### src/rtl/core_axi_rd_arbiter.sv
// core_axi_rd_arbiter: shares one AXI4-Lite read port between the fetch unit (M0) and the load unit (M1).
// Define ARB_RR_EN for round-robin arbitration; the default build uses fixed priority (M1 over M0).
module core_axi_rd_arbiter #(
    parameter int AXI_AWIDTH = 4,
    parameter int AXI_DWIDTH = 32
) (
    input  logic                  CLK,
    input  logic                  NRST,

    input  logic [AXI_AWIDTH-1:0] M0_ARADDR,
    input  logic                  M0_ARVALID,
    output logic                  M0_ARREADY,
    output logic [AXI_DWIDTH-1:0] M0_RDATA,
    output logic [1:0]            M0_RRESP,
    output logic                  M0_RVALID,
    input  logic                  M0_RREADY,

    input  logic [AXI_AWIDTH-1:0] M1_ARADDR,
    input  logic                  M1_ARVALID,
    output logic                  M1_ARREADY,
    output logic [AXI_DWIDTH-1:0] M1_RDATA,
    output logic [1:0]            M1_RRESP,
    output logic                  M1_RVALID,
    input  logic                  M1_RREADY,

    output logic [AXI_AWIDTH-1:0] S_ARADDR,
    output logic                  S_ARVALID,
    input  logic                  S_ARREADY,
    input  logic [AXI_DWIDTH-1:0] S_RDATA,
    input  logic [1:0]            S_RRESP,
    input  logic                  S_RVALID,
    output logic                  S_RREADY,

    output logic                  GRANT,
    output logic                  BUSY
);

    typedef enum logic [1:0] {
        IDLE = 2'd0,
        ADDR = 2'd1,
        DATA = 2'd2
    } state_t;

    state_t state_q;
    logic   grant_q;
    logic   busy_q;
    logic   arvalid_q;
    logic   rphase_q;
    logic   grant_d;
    logic   any_req;

    assign any_req = M0_ARVALID | M1_ARVALID;

`ifdef ARB_RR_EN
    logic last_q;

    // Contention goes to whoever did not win last time; a lone requester always wins.
    always_comb begin
        grant_d = M1_ARVALID;
        if (M0_ARVALID && M1_ARVALID)
            grant_d = ~last_q;
    end

    always_ff @(posedge CLK) begin
        if (!NRST)
            last_q <= 1'b0;
        else if (state_q == IDLE && any_req)
            last_q <= grant_d;
    end
`else
    always_comb begin
        grant_d = M1_ARVALID;
    end
`endif

    // NOTE: NRST is sampled on the clock edge only (synchronous reset), so it stays out of the sensitivity list.
    always_ff @(posedge CLK) begin
        if (!NRST) begin
            state_q   <= IDLE;
            grant_q   <= 1'b0;
            busy_q    <= 1'b0;
            arvalid_q <= 1'b0;
            rphase_q  <= 1'b0;
        end else begin
            case (state_q)
                IDLE: begin
                    if (any_req) begin
                        state_q   <= ADDR;
                        grant_q   <= grant_d;
                        busy_q    <= 1'b1;
                        arvalid_q <= 1'b1;
                    end
                end
                ADDR: begin
                    // arvalid_q is high throughout ADDR, so S_ARREADY alone completes the handshake.
                    if (S_ARREADY) begin
                        state_q   <= DATA;
                        arvalid_q <= 1'b0;
                        rphase_q  <= 1'b1;
                    end
                end
                DATA: begin
                    if (S_RVALID && S_RREADY) begin
                        state_q  <= IDLE;
                        busy_q   <= 1'b0;
                        rphase_q <= 1'b0;
                    end
                end
                default: begin
                    state_q   <= IDLE;
                    busy_q    <= 1'b0;
                    arvalid_q <= 1'b0;
                    rphase_q  <= 1'b0;
                end
            endcase
        end
    end

    assign GRANT     = grant_q;
    assign BUSY      = busy_q;

    assign S_ARVALID = arvalid_q;
    assign S_ARADDR  = grant_q ? M1_ARADDR : M0_ARADDR;
    assign S_RREADY  = rphase_q & (grant_q ? M1_RREADY : M0_RREADY);

    assign M0_ARREADY = arvalid_q & ~grant_q & S_ARREADY;
    assign M1_ARREADY = arvalid_q &  grant_q & S_ARREADY;

    // Read data and response go to both masters; only RVALID selects the owner.
    assign M0_RVALID = rphase_q & ~grant_q & S_RVALID;
    assign M1_RVALID = rphase_q &  grant_q & S_RVALID;
    assign M0_RDATA  = S_RDATA;
    assign M1_RDATA  = S_RDATA;
    assign M0_RRESP  = S_RRESP;
    assign M1_RRESP  = S_RRESP;

endmodule

### config.mk
export PLATFORM = sky130hd
export DESIGN_NAME = core_axi_rd_arbiter
export DESIGN_NICKNAME = d
export VERILOG_FILES = /design/src/rtl/core_axi_rd_arbiter.sv
export SDC_FILE = /design/constraint.sdc
export NUM_CORES = 1
export LEC_CHECK = 0
export BUFFER_PORTS_ARGS = -buffer_cell sky130_fd_sc_hd__buf_4
export CELL_PAD_IN_SITES_DETAIL_PLACEMENT = 0
export CELL_PAD_IN_SITES_GLOBAL_PLACEMENT = 2
export CORE_MARGIN = 10
export CORE_UTILIZATION = 12
export DETAILED_ROUTE_END_ITERATION = 10
export GPL_TIMING_DRIVEN = 0
export PLACE_DENSITY_LB_ADDON = 0.1
export SETUP_SLACK_MARGIN = 0.02
export SYNTH_ARGS = -nofsm -noshare
export SYNTH_HDL_FRONTEND = slang
export SYNTH_SLANG_ARGS = --single-unit
### constraint.sdc
create_clock -name CLK -period 1.3 [get_ports CLK]
set_input_delay 0.13 -clock CLK [delete_from_list [all_inputs] [get_ports CLK]]
set_output_delay 0.13 -clock CLK [all_outputs]
set_load 0.03 [all_outputs]
Word level (Yosys, flattened, before mapping)
Index checks and enable logic that the tools add are counted.
{"block": "word_totals", "reg_bits": 6, "in_bits": 50, "out_inout_bits": 80}
{"block": "classes", "eq_ne": 5, "muxes": 13, "n_bitwise": 14, "n_reduce_logical": 7}
{"cell": "AND reduction 3 bit", "count": 4}
{"cell": "AND 1 bit", "count": 9}
{"cell": "one-hot mux 1 bit (3 select lines)", "count": 3}
{"cell": "two-way mux 2 bit", "count": 3}
{"cell": "!= test 2 bit (second input constant)", "count": 3}
{"cell": "one-hot mux 2 bit (3 select lines)", "count": 1}
{"cell": "two-way mux 1 bit", "count": 5}
{"cell": "two-way mux 4 bit", "count": 1}
{"cell": "inverter 1 bit", "count": 4}
{"cell": "equality test 2 x 1 -> 1 bit (second input constant)", "count": 1}
{"cell": "equality test 2 bit (second input constant)", "count": 1}
{"cell": "logical NOT 2 bit", "count": 1}
{"cell": "AND reduction 2 bit", "count": 1}
{"cell": "logical AND 1 bit", "count": 1}
{"cell": "OR 1 bit", "count": 1}

Depth between registers and ports, before layout
{"block": "depth", "ltp_word": 5, "depth_mapped": 4, "mapped_depth_nobuf": 3}

Worst setup path before layout
Ideal clock, no wire load.
{"block": "synth_timing", "path_type": "register -> output", "from": "register grant_q (netlist: GRANT)", "to": "output port S_RREADY", "t_arrival_ns": 1.236, "path_slack_ns": -0.066, "path_stages_with_launch": 4, "n_path_buf": 1, "cell_sequence": "dfxtp_1 > buf_6 > mux2i_2 > and2b_1"}
{"block": "synth_between", "elab_chain_len": 2}
{"element": "from (decl)", "line": "45", "rtl": "logic grant_q;"}
{"element": "from (signal assigned)", "line": "89", "rtl": "grant_q <= grant_d;"}
{"element": "two-way mux 1 bit", "line": "124", "rtl": "assign S_RREADY = rphase_q & (grant_q ? M1_RREADY : M0_RREADY);"}
{"element": "AND 1 bit", "line": "124"}
{"element": "to (decl)", "line": "32", "rtl": "output logic S_RREADY,"}
No other way between the ends.

Worst setup path in the final report
{"block": "layout_timing", "from": "register grant_q (netlist: GRANT)", "to": "output port M1_RVALID"}
{"block": "layout_between", "elab_chain_len": 2}
{"element": "AND 1 bit (2 in a row)", "line": "131", "rtl": "assign M1_RVALID = rphase_q & grant_q & S_RVALID;"}
{"element": "to (decl)", "line": "23", "rtl": "output logic M1_RVALID,"}
No other way between the ends.

==> summary.md <==
| Metric | Value |
|---|---|
| Status | finished with violations |
| Violated checks | setup timing |
| Antenna-violating nets left | 0 |
| Worst skew pair latency | 220 ps |
| Critical R2R Capture | GRANT$_SDFFE_PN0P_ |
| Post-Route Setup TNS | -281 ps |
| M3 GR Usage | about 4.5% |
| DIE HEIGHT | around 110 um |
| CTS clk-pin slew, worst paths | 40 ps |
| Initial core utilization | roughly an eighth |
| Worst Hold Launch | NRST |
| ANT cells | 0 |
| Hold Fails Final Rpt | 0 |
| Worst slack, placed | -8.53 ps |
| CP Capture Type | output pin |
| Synth Warn # | 0 |
| Largest net degree at the start of global routing | 11 |
| Max rail drop VDD | roughly 0.32 mV |
| DPL Wire Length | ~3500 um |
| Final wirelength | 3860 um |
| # setup viols final | 5 |
| GR Util met1 | under 10% |
| IO buf count | 95 |
| Worst Skew | 1.16 ps |
| Clk buf depth | 2 |
| Mapped Cells | 112 |
| Placement Cell Area | 0.00174 mm2 |
| P per Cell Area | around 750 mW/mm2 |
| Clock Tree Root | clkbuf_8 |
| Fin worst setup slack | -65.4 ps |
| Worst-path maximum fanout | 5 |
| DR vias | 1004 |
| Grt ovf | 0 |
| Routability cong. | 0.624 |
| Share of cells above drive strength 1 | 85.6% |
| Tmin final | ~1400 ps |
| Row count | 31 |
| CP Data Required Time | about 1200 ps |
| WL per Instance | 12.3 um |
| GR Util met2 | roughly 11% |
| Core area | 0.00725 mm2 |
| Clock buffer count from CTS | 3 |
| Avg Cell Area, Syn | about 8 um2 |
| CP startpoint kind | flip-flop |
| WHS Path Cells | 2 |
| Initial DRT Pass Iterations | 4 |
| Max-cap viol count | 0 |
| Design area | 0.00191 mm2 |
| Pins Over Slew Limit | 0 |
| Initial antenna violation count | 0 |
| Top-Level Pins | 130 |
| # DRC | 0 |
| Fin crit share | 105% |
| Arr. time, crit path | 1240 ps |
| Hold Crit Class | input port to flip-flop |
| Mapped cell area | roughly 900 um2 |
| Die W | approximately 110 um |
| Number of DRC markers in iteration 0 | 20 |
| LEAKAGE | 1.03 nW |
| Slew HR | 82.5% |
| Hold EP | S_ARVALID$_SDFFE_PN0P_ |
| GR peak layer | met2 |
| Synthesis-to-finish area growth | 113% |
| Syn_nets | 162 |
| Final #Nets | 267 |
| RSZ-0062 raised after global routing | yes |
| Seq cells post-synth | 6 |
| Vias in the first global route | 1119 |
| Die area | 0.0113 mm2 |
| FF-to-FF setup slack | 140 ps |
| Worst slew pin tran | 262 ps |
| Vias per cell | 3.20 |
| Reg2Reg Depth | 4 |
| Post-synthesis sequential area ratio | roughly 13% |
| CTS tree | done |
| Clock sink count | 6 |
| H-tree levels | 1 |
| GRT Overall Usage | 6.13% |
| Synth cell types | 24 |
| First-pass GRT wire length | 5620 um |
| RR Startpoint | GRANT$_SDFFE_PN0P_ |
| FMAX | about 730 MHz |
| Critical path class | flip-flop to output pin |
==> worst max-delay path: stages, from the launching register on <==
cell,delay [ps]
dfxtp_2,320
buf_4,130
bufbuf_16,260
and3_1,170
buf_6,140
==> synthesized netlist by cell type, drive strengths merged <==
library cell / n / area [um2]
a21bo: 1 / 10.0
a21boi: 1 / 7.51
a21o: 1 / 7.51
a21oi: 3 / 18.8
and2b: 1 / 7.51
and3: 2 / 12.5
buf: 70 / 529
dfxtp: 6 / 120
inv: 1 / 3.75
mux2: 4 / 45.0
mux2i: 1 / 13.8
nand2: 5 / 18.8
nand2b: 1 / 6.26
nand3b: 1 / 7.51
nor2: 5 / 18.8
nor2b: 1 / 6.26
nor3: 1 / 5.00
o211ai: 1 / 7.51
o21a: 1 / 7.51
o21bai: 2 / 15.0
o2bb2ai: 1 / 8.76
o311a: 2 / 20.0
==> layout make-up <==
| class | count | area (um2) |
|---|---|---|
| repair buffers | 100 | 810 |
| plain buffers | 70 | 533 |
| fillers | 793 | 5340 |
| inverters | 1 | 3.75 |
| well taps | 99 | 124 |
| multi-input cells | 35 | 280 |
| flip-flops and latches | 6 | 121 |
| clock buffers | 3 | 41.3 |
==> cells by family (layout without fill, tap and decap cells) <==
family / count (synthesis) / count (layout) / share of synthesized area, %
buffers and inverters: 71 / 174 / 59.4
and+or+nand+nor: 17 / 17 / 9.21
AOI/OAI and AO/OA: 13 / 13 / 11.4
DFF: 6 / 6 / 13.4
muxes: 5 / 5 / 6.55
==> worst max path at each step <==
stage                                  start        end  slack (ps)  cells after the start
after CTS                 GRANT$_SDFFE_PN0P_   S_RREADY         -70                      4
after floorplan           GRANT$_SDFFE_PN0P_   S_RREADY          50                      3
after global placement    GRANT$_SDFFE_PN0P_   S_RREADY          10                      4
after global routing      GRANT$_SDFFE_PN0P_   S_RREADY        -110                      4
final                     GRANT$_SDFFE_PN0P_  M1_RVALID         -70                      4
after detailed placement  GRANT$_SDFFE_PN0P_   S_RREADY          -9                      4
==> report_power, final <==
group          switching [mW]  internal [mW]  total, mW  leakage [nW]
combinational           0.474          0.465      0.939         0.955
sequential             0.0220          0.210      0.232        0.0502
clock                  0.0735          0.198      0.272        0.0216
==> sequential cells by signal, indices dropped and copies added, names as in the netlist <==
| name | cells |
|---|---|
| state_q | 2 |
| BUSY | 1 |
| GRANT | 1 |
| S_ARVALID | 1 |
| rphase_q | 1 |
==> layout by cell type, fill, tap and decap left out, drive strengths merged, types with 2 or more instances in the layout <==
cell type,instances
buf,169
dfxtp,6
nand2,5
nor2,5
mux2,4
clkbuf,3
a21oi,3
o311a,2
o21bai,2
and3,2
==> stage by stage <==
step / power, mW / utilization, % / hold slack, ps / std cells
global route: 1.54 / 26.4 / 183 / 314
finish: 1.44 / 26.4 / 178 / 314
floorplan: 0.802 / - / 248 / 112
global placement: 1.10 / 23.9 / 393 / 306
detailed placement: 1.11 / 23.9 / 400 / 306
CTS: 1.45 / 25.8 / 174 / 312
==> metal layers <==
layer | share of wire (%) | routed length, um | vias to the layer above
li1 | - | - | 503
met1 | 34 | 1330 | 423
met2 | 49 | 1910 | 78
met3 | 16 | 620 | 0
met4 | 0 | 0 | 0
met5 | 0 | 0 | -
==> repair_timing <==
action | in CTS | in global routing
gates resized for setup | 12 | 6
hold buffers | 0 | 0
pin swaps | 0 | 2
setup buffers | 2 | 2
cloned | 1 | 0
endpoints found under the setup margin | 5 | 9
Note: power is estimated with default switching activity, not from simulation.
